===== src/rtl/alu_pkg.sv =====
// Shared ALU definitions: operation codes, FSM state type and default width.
package alu_pkg;

    localparam int ALU_WIDTH = 32;

    localparam logic [2:0] ALU_ADD = 3'b010;
    localparam logic [2:0] ALU_SUB = 3'b100;
    localparam logic [2:0] ALU_SLT = 3'b110;
    localparam logic [2:0] ALU_MUL = 3'b101;

    typedef enum logic {
        IDLE = 1'b0,
        MUL  = 1'b1
    } alu_state_e;

endpackage


===== src/rtl/seq_multiplier.sv =====
// Shift-add multiplier datapath: one partial-product step per enabled cycle.
// product_o is the accumulator value after the step currently in progress,
// so the controller can capture the finished product on the final step edge.
module seq_multiplier
    import alu_pkg::*;
#(
    parameter int WIDTH = ALU_WIDTH
) (
    input  logic             clk_i,
    input  logic             rst_ni,
    input  logic             load_i,
    input  logic             step_i,
    input  logic [WIDTH-1:0] mcand_i,
    input  logic [WIDTH-1:0] mplier_i,
    output logic             last_o,
    output logic [WIDTH-1:0] product_o
);

    localparam int CNT_W = (WIDTH > 2) ? $clog2(WIDTH) : 1;
    localparam logic [CNT_W-1:0] LAST_CNT = CNT_W'(WIDTH - 1);

    logic [WIDTH-1:0] mcand_q, mcand_d;
    logic [WIDTH-1:0] mplier_q, mplier_d;
    logic [WIDTH-1:0] acc_q, acc_d;
    logic [CNT_W-1:0] cnt_q, cnt_d;
    logic [WIDTH-1:0] acc_sum;

    assign acc_sum   = acc_q + (mplier_q[0] ? mcand_q : '0);
    assign product_o = acc_sum;
    assign last_o    = (cnt_q == LAST_CNT);

    // Next-state: load fresh operands, or advance one shift-add step.
    always_comb begin
        mcand_d  = mcand_q;
        mplier_d = mplier_q;
        acc_d    = acc_q;
        cnt_d    = cnt_q;
        if (load_i) begin
            mcand_d  = mcand_i;
            mplier_d = mplier_i;
            acc_d    = '0;
            cnt_d    = '0;
        end else if (step_i) begin
            acc_d    = acc_sum;
            mcand_d  = {mcand_q[WIDTH-2:0], 1'b0};
            mplier_d = {1'b0, mplier_q[WIDTH-1:1]};
            cnt_d    = cnt_q + CNT_W'(1);
        end
    end

    // Datapath registers; reset clears any multiply in flight.
    always_ff @(posedge clk_i or negedge rst_ni) begin
        if (!rst_ni) begin
            mcand_q  <= '0;
            mplier_q <= '0;
            acc_q    <= '0;
            cnt_q    <= '0;
        end else begin
            mcand_q  <= mcand_d;
            mplier_q <= mplier_d;
            acc_q    <= acc_d;
            cnt_q    <= cnt_d;
        end
    end

endmodule


===== src/rtl/alu_exec_unit.sv =====
// ALU execution unit: single-cycle add/sub/slt, multi-cycle shift-add multiply.
// Results, the Zero flag and the done pulse are all registered.
module alu_exec_unit
    import alu_pkg::*;
#(
    parameter int WIDTH = ALU_WIDTH
) (
    input  logic             CLK,
    input  logic             RST,
    input  logic             start,
    input  logic [2:0]       ALUControl,
    input  logic [WIDTH-1:0] SrcA,
    input  logic [WIDTH-1:0] SrcB,
    output logic             busy,
    output logic             done,
    output logic [WIDTH-1:0] ALUResult,
    output logic             Zero
);

    alu_state_e       state_q, state_d;
    logic [WIDTH-1:0] res_q, res_d;
    logic             zero_q, zero_d;
    logic             done_q, done_d;

    logic             mul_load, mul_step, mul_last;
    logic [WIDTH-1:0] mul_product;

    logic signed [WIDTH-1:0] src_a_s, src_b_s;

    assign src_a_s = SrcA;
    assign src_b_s = SrcB;

    seq_multiplier #(.WIDTH(WIDTH)) u_mul (
        .clk_i     (CLK),
        .rst_ni    (RST),
        .load_i    (mul_load),
        .step_i    (mul_step),
        .mcand_i   (SrcA),
        .mplier_i  (SrcB),
        .last_o    (mul_last),
        .product_o (mul_product)
    );

    // Next-state and result selection; start is only looked at in IDLE.
    always_comb begin
        state_d  = state_q;
        res_d    = res_q;
        zero_d   = zero_q;
        done_d   = 1'b0;
        mul_load = 1'b0;
        mul_step = 1'b0;
        case (state_q)
            IDLE: begin
                if (start) begin
                    if (ALUControl == ALU_MUL) begin
                        mul_load = 1'b1;
                        state_d  = MUL;
                    end else begin
                        case (ALUControl)
                            ALU_ADD: res_d = SrcA + SrcB;
                            ALU_SUB: res_d = SrcA - SrcB;
                            ALU_SLT: res_d = {{(WIDTH-1){1'b0}}, (src_a_s < src_b_s)};
                            default: res_d = '0;
                        endcase
                        zero_d = (res_d == '0);
                        done_d = 1'b1;
                    end
                end
            end
            MUL: begin
                mul_step = 1'b1;
                if (mul_last) begin
                    res_d   = mul_product;
                    zero_d  = (mul_product == '0);
                    done_d  = 1'b1;
                    state_d = IDLE;
                end
            end
            default: state_d = IDLE;
        endcase
    end

    // Control and result registers with asynchronous clear.
    always_ff @(posedge CLK or negedge RST) begin
        if (!RST) begin
            state_q <= IDLE;
            res_q   <= '0;
            zero_q  <= 1'b0;
            done_q  <= 1'b0;
        end else begin
            state_q <= state_d;
            res_q   <= res_d;
            zero_q  <= zero_d;
            done_q  <= done_d;
        end
    end

    assign busy      = (state_q == MUL);
    assign done      = done_q;
    assign ALUResult = res_q;
    assign Zero      = zero_q;

endmodule


===== config.mk =====
export PLATFORM = sky130hd
export DESIGN_NAME = alu_exec_unit
export DESIGN_NICKNAME = d
export VERILOG_FILES = /design/src/rtl/alu_pkg.sv /design/src/rtl/seq_multiplier.sv /design/src/rtl/alu_exec_unit.sv
export SDC_FILE = /design/constraint.sdc
export NUM_CORES = 1
export LEC_CHECK = 0
export CORE_MARGIN = 2
export CORE_UTILIZATION = 55
export DETAILED_ROUTE_END_ITERATION = 10
export PLACE_DENSITY = 0.73
export SYNTH_ARGS = -nofsm -noshare
export SYNTH_HDL_FRONTEND = slang
export SYNTH_SLANG_ARGS = --single-unit

===== constraint.sdc =====
create_clock -name CLK -period 8.4 [get_ports CLK]
set_input_delay 1.68 -clock CLK [delete_from_list [all_inputs] [get_ports CLK]]
set_output_delay 1.68 -clock CLK [all_outputs]
set_load 0.03 [all_outputs]

==> metrics list, run 1 <==
* Status: finished, final reports clean
- Buffers on Ports: 104
* Pre-Repair DR Iteration Count: 6
- The die is 153 um wide.
- WP data arrival: 6.07 ns
- After detailed routing, the average wire length per cell comes to 20.7 um.
- After clock tree synthesis, the flow added hold-fix buffers numbering 0.
- For this design the top-level I/O count stands at 105.
- At the end of the flow, the number of nets in the layout was 1,767.
- Dividing total power by cell area gives a power density of 245 mW/mm^2.
- The die covers 0.0233 mm^2.
- Average vias per placed instance: 6.48
* Fill cell instance count of the final layout: 1,992
- Max Clk Rate: 174 MHz
- The number of endpoints with negative hold slack in the final report is 0.
* Number of max-cap violations: 0
- For this block, the via count after detailed routing is 12,300.
* Final estimated routing congestion in global placement: 0.979
- Critical Path Start Type: input pin
- CTS tree: yes
- The cell sitting at the root of the clock tree is a sky130_fd_sc_hd__clkbuf_16.
- Sum Neg Setup Slack: 0 ns
* Kind of end point of the critical path: flop
* Diode count: 0
- Clk Latency, worst-skew pair: 0.44 ns
- The netlist uses 81 different library cells.
- In the routed design, unresolved DRC markers number 0.
- Post-Synthesis Net Count: 1,730
- The first global-routing pass estimated 61.9 mm of wire.
- Initial antenna violation count: 2
- At the pin with the least slew margin, the transition time is 1.07 ns.
- Worst slack on hold paths: 0.477 ns
* Setup slack after placement: 2.42 ns
- In this run the worst hold path is classified as reg -> reg.
- After synthesis the netlist holds a flip-flop and latch count of 136.
* Area added between synthesis and finish: 13.9%
- Grt total ovfl: 0
- The critical path is of the in -> reg type.
- Top routing layer used: met5
* Metal-1 WL: 17.7 mm
* Clock period minus final worst setup slack: 5.74 ns
- Period utilization: 0.683
- Area inside the core boundary: 0.0218 mm^2
- In this run the static leakage power is 6.05 nW.
- Worst supply voltage drop on vdd: 162 uV
* Required @ worst endpoint: 8.73 ns
- The worst pin sits at a relative slew slack of 0.284.
- Number of global-route vias before repair: 11,300
* Area share of the leading cell type in the synthesized netlist: 0.280
- Post-synthesis instance area: 0.0121 mm^2
- Async S/R FF share, synth: 1.00
* Register area: 0.00341 mm^2
* Maximum fanout count along the critical path: 12
* Final cell utilization of the core: 0.636
* Height of the chip: 153 um
- Buffers added to address setup during post-CTS repair amount to 0.
- Pin count of the biggest net entering global routing: 93
- After detailed routing, the met3 layer carries 3.84 mm of wire.
* Cell taking the most area after synthesis: sky130_fd_sc_hd__dfrtp_1
* Ratio of cells with drive above 1 in the final layout: 0.0521
* Post-route antenna net violation count: 0
- The most used flip-flop cell after synthesis is sky130_fd_sc_hd__dfrtp_1.
* Clock-pin slew on the worst setup and hold paths: 0.07 ns
- Clock H-tree levels: 4
- Post-CTS repair changed the size of 0 cells.
* Bufs on Longest Clock Path: 2
- The worst path meets setup with 2.66 ns of slack.
- For this configuration, the core starts out at a cell density of 0.558.
- Setup violations remaining at the end of the flow were counted as 0.
* DRT Wirelength: 39.2 mm
- After detailed routing, the met2 layer carries 17.0 mm of wire.
- For this run, the total global-route usage over all layers was measured as 0.330.
- Across the routed clock network, the largest skew measured is 0.0168 ns.
* Cell count after synthesis: 1,561
- Number of sinks driven by the clock tree: 136
* Total of warnings raised by yosys: 0
- HPWL after DPL: 29.2 mm
* Number of max-slew violations in the final report: 0
- Multi-input gate area: 0.00812 mm^2
- Number of flops mapped to enable cells by yosys: 0
- The floorplan has 54 rows.
- Avg Inst Size Synth: 7.78 um^2
- Of the synthesized area, sequential elements account for 0.280.
- Setup repair after global routing left no endpoint under its margin.
- In this run, CTS created clock tree buffers numbering 17.
- Iteration-0 DRC Markers: 1,227
- Main area contributors after synthesis: sky130_fd_sc_hd__dfrtp_1 (28%), sky130_fd_sc_hd__ha_1 (9.9%), sky130_fd_sc_hd__a21oi_1 (6.2%), sky130_fd_sc_hd__o21ai_0 (5.9%), sky130_fd_sc_hd__nand2_1 (5.8%)
## Yosys cell counts (15+ instances only)
master	instances
sky130_fd_sc_hd__a21oi_1	151
sky130_fd_sc_hd__nand2b_1	16
sky130_fd_sc_hd__nand3_1	31
sky130_fd_sc_hd__nor2_1	131
sky130_fd_sc_hd__a21o_1	30
sky130_fd_sc_hd__nand2_1	188
sky130_fd_sc_hd__clkbuf_1	90
sky130_fd_sc_hd__a211oi_1	20
sky130_fd_sc_hd__o21ai_0	142
sky130_fd_sc_hd__and3_1	15
sky130_fd_sc_hd__inv_1	72
sky130_fd_sc_hd__xnor2_1	15
sky130_fd_sc_hd__and2_1	39
sky130_fd_sc_hd__o21a_1	16
sky130_fd_sc_hd__ha_1	96
sky130_fd_sc_hd__dfrtp_1	136
sky130_fd_sc_hd__nor3_1	18
sky130_fd_sc_hd__mux2i_1	43
sky130_fd_sc_hd__o211ai_1	18
## power by group
| group | total (mW) | switching, mW | internal, mW |
|---|---|---|---|
| Clock | 0.754 | 0.335 | 0.419 |
| Sequential | 1.09 | 0.202 | 0.884 |
| Combinational | 1.55 | 0.960 | 0.589 |
## registers in the layout, indices dropped and copies added (netlist names)
signal	flops
busy	1
Zero	1
u_mul.mplier_q	32
ALUResult	32
done	1
u_mul.acc_q	32
u_mul.cnt_q	5
u_mul.mcand_q	32
## final cells by class
class,instances,share of cell area
multi-input combinational,1256,0.587
sequential,136,0.246
timing repair buffer,113,0.0803
clock buffer,20,0.0323
tap,280,0.0253
inverter,74,0.0201
clock inverter,12,0.00851
## routing by layer
metal | global-route usage | vias to the layer above
li1 | - | 5790
met1 | 0.484 | 5873
met2 | 0.493 | 523
met3 | 0.0802 | 60
met4 | 0.0719 | 4
met5 | 0 | -
## cells in the final DEF, fill, tap and decap left out, types with 15 or more instances in the layout
cell / count
sky130_fd_sc_hd__a211oi_1: 20
sky130_fd_sc_hd__nand2_1: 188
sky130_fd_sc_hd__clkdlybuf4s50_1: 103
sky130_fd_sc_hd__mux2i_1: 43
sky130_fd_sc_hd__o211ai_1: 18
sky130_fd_sc_hd__a21oi_1: 151
sky130_fd_sc_hd__clkbuf_16: 17
sky130_fd_sc_hd__nor3_1: 18
sky130_fd_sc_hd__xnor2_1: 15
sky130_fd_sc_hd__dfrtp_1: 135
sky130_fd_sc_hd__inv_1: 72
sky130_fd_sc_hd__a21o_1: 30
sky130_fd_sc_hd__o21ai_0: 142
sky130_fd_sc_hd__nand2b_1: 16
sky130_fd_sc_hd__nor2_1: 131
sky130_fd_sc_hd__nand3_1: 30
sky130_fd_sc_hd__ha_1: 96
sky130_fd_sc_hd__o21a_1: 16
sky130_fd_sc_hd__and2_1: 39
## worst max-delay path: stages
cell and delay [ns]:
sky130_fd_sc_hd__clkdlybuf4s50_1 0.49, sky130_fd_sc_hd__inv_1 0.07, sky130_fd_sc_hd__ha_1 0.50, sky130_fd_sc_hd__o21ai_0 0.19, sky130_fd_sc_hd__a2111oi_0 0.59, sky130_fd_sc_hd__a21boi_0 0.83
sky130_fd_sc_hd__a211oi_1 0.22, sky130_fd_sc_hd__a221oi_1 0.38, sky130_fd_sc_hd__nor2_1 0.11, sky130_fd_sc_hd__or3_1 0.37, sky130_fd_sc_hd__nor4_1 0.23, sky130_fd_sc_hd__nand4_1 0.14
sky130_fd_sc_hd__o31ai_1 0.28
## final timing paths
kind / start / endpoint / slack (ns) / cells past startpoint
hold / removal: u_mul.mplier_q[22] / u_mul.mplier_q[21] / 0.48 / 2
setup reg to reg: u_mul.mplier_q[0] / Zero / 3.10 / 13
max in group asynchronous: RST / u_mul.acc_q[22] / 5.92 / 2
hold reg to reg: u_mul.mplier_q[22] / u_mul.mplier_q[21] / 0.48 / 2
setup / recovery: SrcB[10] / Zero / 2.66 / 13
min in group asynchronous: RST / u_mul.mplier_q[3] / 1.30 / 1
## metrics by stage
stage                     instance area [um^2]  power [mW]  std cells
after floorplan                          12100        2.07       1561
after global placement                   13300        2.59       1859
after detailed placement                 13300        2.61       1859
after CTS                                13800        3.37       1891
after global routing                     13800        3.59       1891
final                                    13800        3.39       1891
## logic make-up after synthesis
family,count (synthesis),share of synthesized area
AO/OA/AOI/OAI,554,0.299
AND/OR/NAND/NOR,535,0.210
buffers and inverters,169,0.0530
flip-flops,136,0.280
adder cells (fa/ha/maj),99,0.104
multiplexers,45,0.0373
XOR/XNOR,23,0.0166
No activity file was read; power rests on OpenSTA's default activity.
==> inputs of run 2 (changes only) <==
==> constraint.sdc (replaced) <==
create_clock -name CLK -period 5.7 [get_ports CLK]
set_input_delay 1.14 -clock CLK [delete_from_list [all_inputs] [get_ports CLK]]
set_output_delay 1.14 -clock CLK [all_outputs]
set_load 0.03 [all_outputs]
==> metrics list, run 2 (synthesis results as in run 1) <==
- Status: finished, final reports clean
* Number of setup buffers added after CTS: 0
- In this run, post-CTS hold repair placed 0 buffers.
- After layout, the design draws a total of 5.12 mW.
- Met3 routed WL: 3.48 mm
- In the global route stage, overall resource usage came out at 0.332.
- Detailed-route wire length per cell: 20.6 um
- Number of hold-slack violations in the final timing report: 0
- From synthesis to final layout, the design area changed by 15.2%.
* DRC violation count after routing: 0
* Final-report setup violation count: 0
- Using the TritonRoute via totals, the vias-per-cell ratio works out to 6.42.
- Post-route antenna net violation count: 0
* DRT Wirelength: 39.2 mm
* Critical Path Start Type: input pin
- Port buffering added 104 buffers.
* WP data arrival: 5.32 ns
* Root buffer cell: sky130_fd_sc_hd__clkbuf_16
- Final net count: 1,780
* Wire length of the first global-routing pass: 62.2 mm
* Die Width: 153 um
- Clock skew on the completed layout was measured at 0.0106 ns.
- Global routing finished with a remaining overflow of 0.
- Of all nets on the critical path, the largest fanout is 12.
- Num CTS Buffers: 17
- Area inside the core boundary: 0.0218 mm^2
* Number of sinks driven by the clock tree: 136
* Die area: 0.0233 mm^2
- In the finished design, the share of the clock period the worst path needs comes to 0.872.
- CTS tree: yes
* PD cells: 366 mW/mm^2
- At the pin with the least slew margin, the transition time is 1.13 ns.
- At the end of routability-driven placement, the weighted congestion stood at 0.971.
- Total leakage power: 6.15 nW
- For this run, the detailed router's first-pass iteration total came to 6.
* Fill cell instance count of the final layout: 1,977
- Static timing analysis puts the maximum clock frequency at 201 MHz.
* Metal-1 WL: 18.1 mm
- Detailed placement ended at an HPWL of 29.5 mm.
- I/O pin total: 105
- STA classifies the critical path endpoint as a flop.
* Number of cells in the finished layout apart from fillers: 1,905
- Number of placed instances with taps included: 1,872
- Commonest cells after routing, fill and taps aside: sky130_fd_sc_hd__nand2_1 (188), sky130_fd_sc_hd__a21oi_1 (151), sky130_fd_sc_hd__o21ai_0 (142), sky130_fd_sc_hd__dfrtp_1 (135), sky130_fd_sc_hd__nor2_1 (131)
* Unrepaired setup endpoints after global routing: false
* Clock period minus final worst setup slack: 4.97 ns
- Once the clock tree was built, the resizer swapped 0 gates to a different size.
* Initial antenna violation count: 2
* Number of max-cap violations: 0
* Pin count of the biggest net entering global routing: 91
- In the final layout, the share of cells above drive strength 1 is 0.0603.
* Height of the chip: 153 um
- The initial utilization of the core area, before any placement, comes to 0.558.
* Clock-pin slew on the worst setup and hold paths: 0.07 ns
- Number of global-route vias before repair: 11,400
- For the worst-skew pair, the clock arrives at the later sink with an insertion delay of 0.45 ns.
- Commonest non-fill, non-tap cell in the layout: sky130_fd_sc_hd__nand2_1
- Across all hold checks on the routed design, the worst slack comes to 0.482 ns.
- Iteration-0 DRC Markers: 1,364
* Total number of placement rows: 54
- The detailed router used layers up to and including met5.
- Relative slew slack: 0.242
* Required @ worst endpoint: 6.05 ns
- Summed over all failing endpoints, the final setup total negative slack is 0 ns.
* Detailed-route via count: 12,200
- Worst supply voltage drop on vdd: 200 uV
- HP Class: reg -> reg
- The H-tree was split into 4 levels.
* Kind of critical path: in -> reg
- Met2 WL post-DR: 17.0 mm
- The final number of max-transition violations came to 0.
* Bufs on Longest Clock Path: 2
-- run 2: cell types whose count changed in the layout (fill, tap and decap cells not counted) --
cell / before / now
sky130_fd_sc_hd__buf_4: 9 / 22
sky130_fd_sc_hd__clkinv_4: 3 / 0
sky130_fd_sc_hd__bufinv_16: 1 / 3
sky130_fd_sc_hd__inv_6: 3 / 5
sky130_fd_sc_hd__clkbuf_1: 2 / 1
sky130_fd_sc_hd__clkbuf_8: 1 / 2
sky130_fd_sc_hd__clkinvlp_4: 4 / 3
sky130_fd_sc_hd__diode_2: 0 / 1
-- run 2: final cells by class --
| type | count | area, um^2 | share of cell area |
|---|---|---|---|
| Timing Repair Buffer | 126 | 1210 | 0.0864 |
| Clock buffer | 20 | 457 | 0.0327 |
| Antenna cell | 1 | 2.50 | 0.000179 |
| Multi-Input combinational cell | 1256 | 8120 | 0.581 |
| Tap cell | 280 | 350 | 0.0251 |
| Sequential cell | 136 | 3410 | 0.244 |
| Clock inverter | 12 | 161 | 0.0115 |
| Inverter | 74 | 278 | 0.0199 |
-- run 2: per-layer routing --
layer  track usage  vias to the layer above
met3        0.0737                       57
met4        0.0679                        4
met2         0.503                      515
met5             0                        -
met1         0.487                     5856
li1              -                     5799
-- run 2: path summary, 6_finish.rpt --
kind,from,end,slack [ns],cells past startpoint
min,u_mul.mplier_q[23],u_mul.mplier_q[22],0.48,2
min reg2reg,u_mul.mplier_q[23],u_mul.mplier_q[22],0.48,2
min in group asynchronous,RST,u_mul.mplier_q[4],0.76,1
max reg2reg,u_mul.mplier_q[0],Zero,0.85,14
max in group asynchronous,RST,ALUResult[23],3.73,2
max,SrcB[10],Zero,0.73,13
-- run 2: worst max-delay path, cell delays in order --
cell and delay, ns:
sky130_fd_sc_hd__clkdlybuf4s50_1 0.50, sky130_fd_sc_hd__inv_1 0.07, sky130_fd_sc_hd__ha_1 0.52, sky130_fd_sc_hd__o21ai_0 0.17, sky130_fd_sc_hd__a2111oi_0 0.56, sky130_fd_sc_hd__a21boi_0 0.64
sky130_fd_sc_hd__o21ai_0 0.21, sky130_fd_sc_hd__o21bai_1 0.29, sky130_fd_sc_hd__o221ai_1 0.20, sky130_fd_sc_hd__a221o_1 0.36, sky130_fd_sc_hd__nor4_1 0.28, sky130_fd_sc_hd__nand4_1 0.13
sky130_fd_sc_hd__o31ai_1 0.26
-- run 2: per-stage QoR --
stage               area, um^2  worst slack, ns  utilization
floorplan                12100             1.45            -
finish                   14000            0.730        0.643
global route             14000            0.222        0.643
detailed placement       13400            0.429        0.614
CTS                      14000            0.843        0.643
global placement         13400            0.485        0.614
-- run 2: where the power goes --
part | internal, mW | switching [mW]
registers | 1.30 | 0.312
clock network | 0.718 | 0.507
logic | 0.879 | 1.40
==> inputs of run 3 (changes only) <==
--- a/config.mk
+++ b/config.mk
@@ -5,6 +5,7 @@
 export SDC_FILE = /design/constraint.sdc
 export NUM_CORES = 1
 export LEC_CHECK = 0
+export CAP_MARGIN = 5
 export CORE_MARGIN = 2
 export CORE_UTILIZATION = 55
 export DETAILED_ROUTE_END_ITERATION = 10
==> results of run 3 <==
No change in the layout: final DEF, timing and power equal those of run 2.
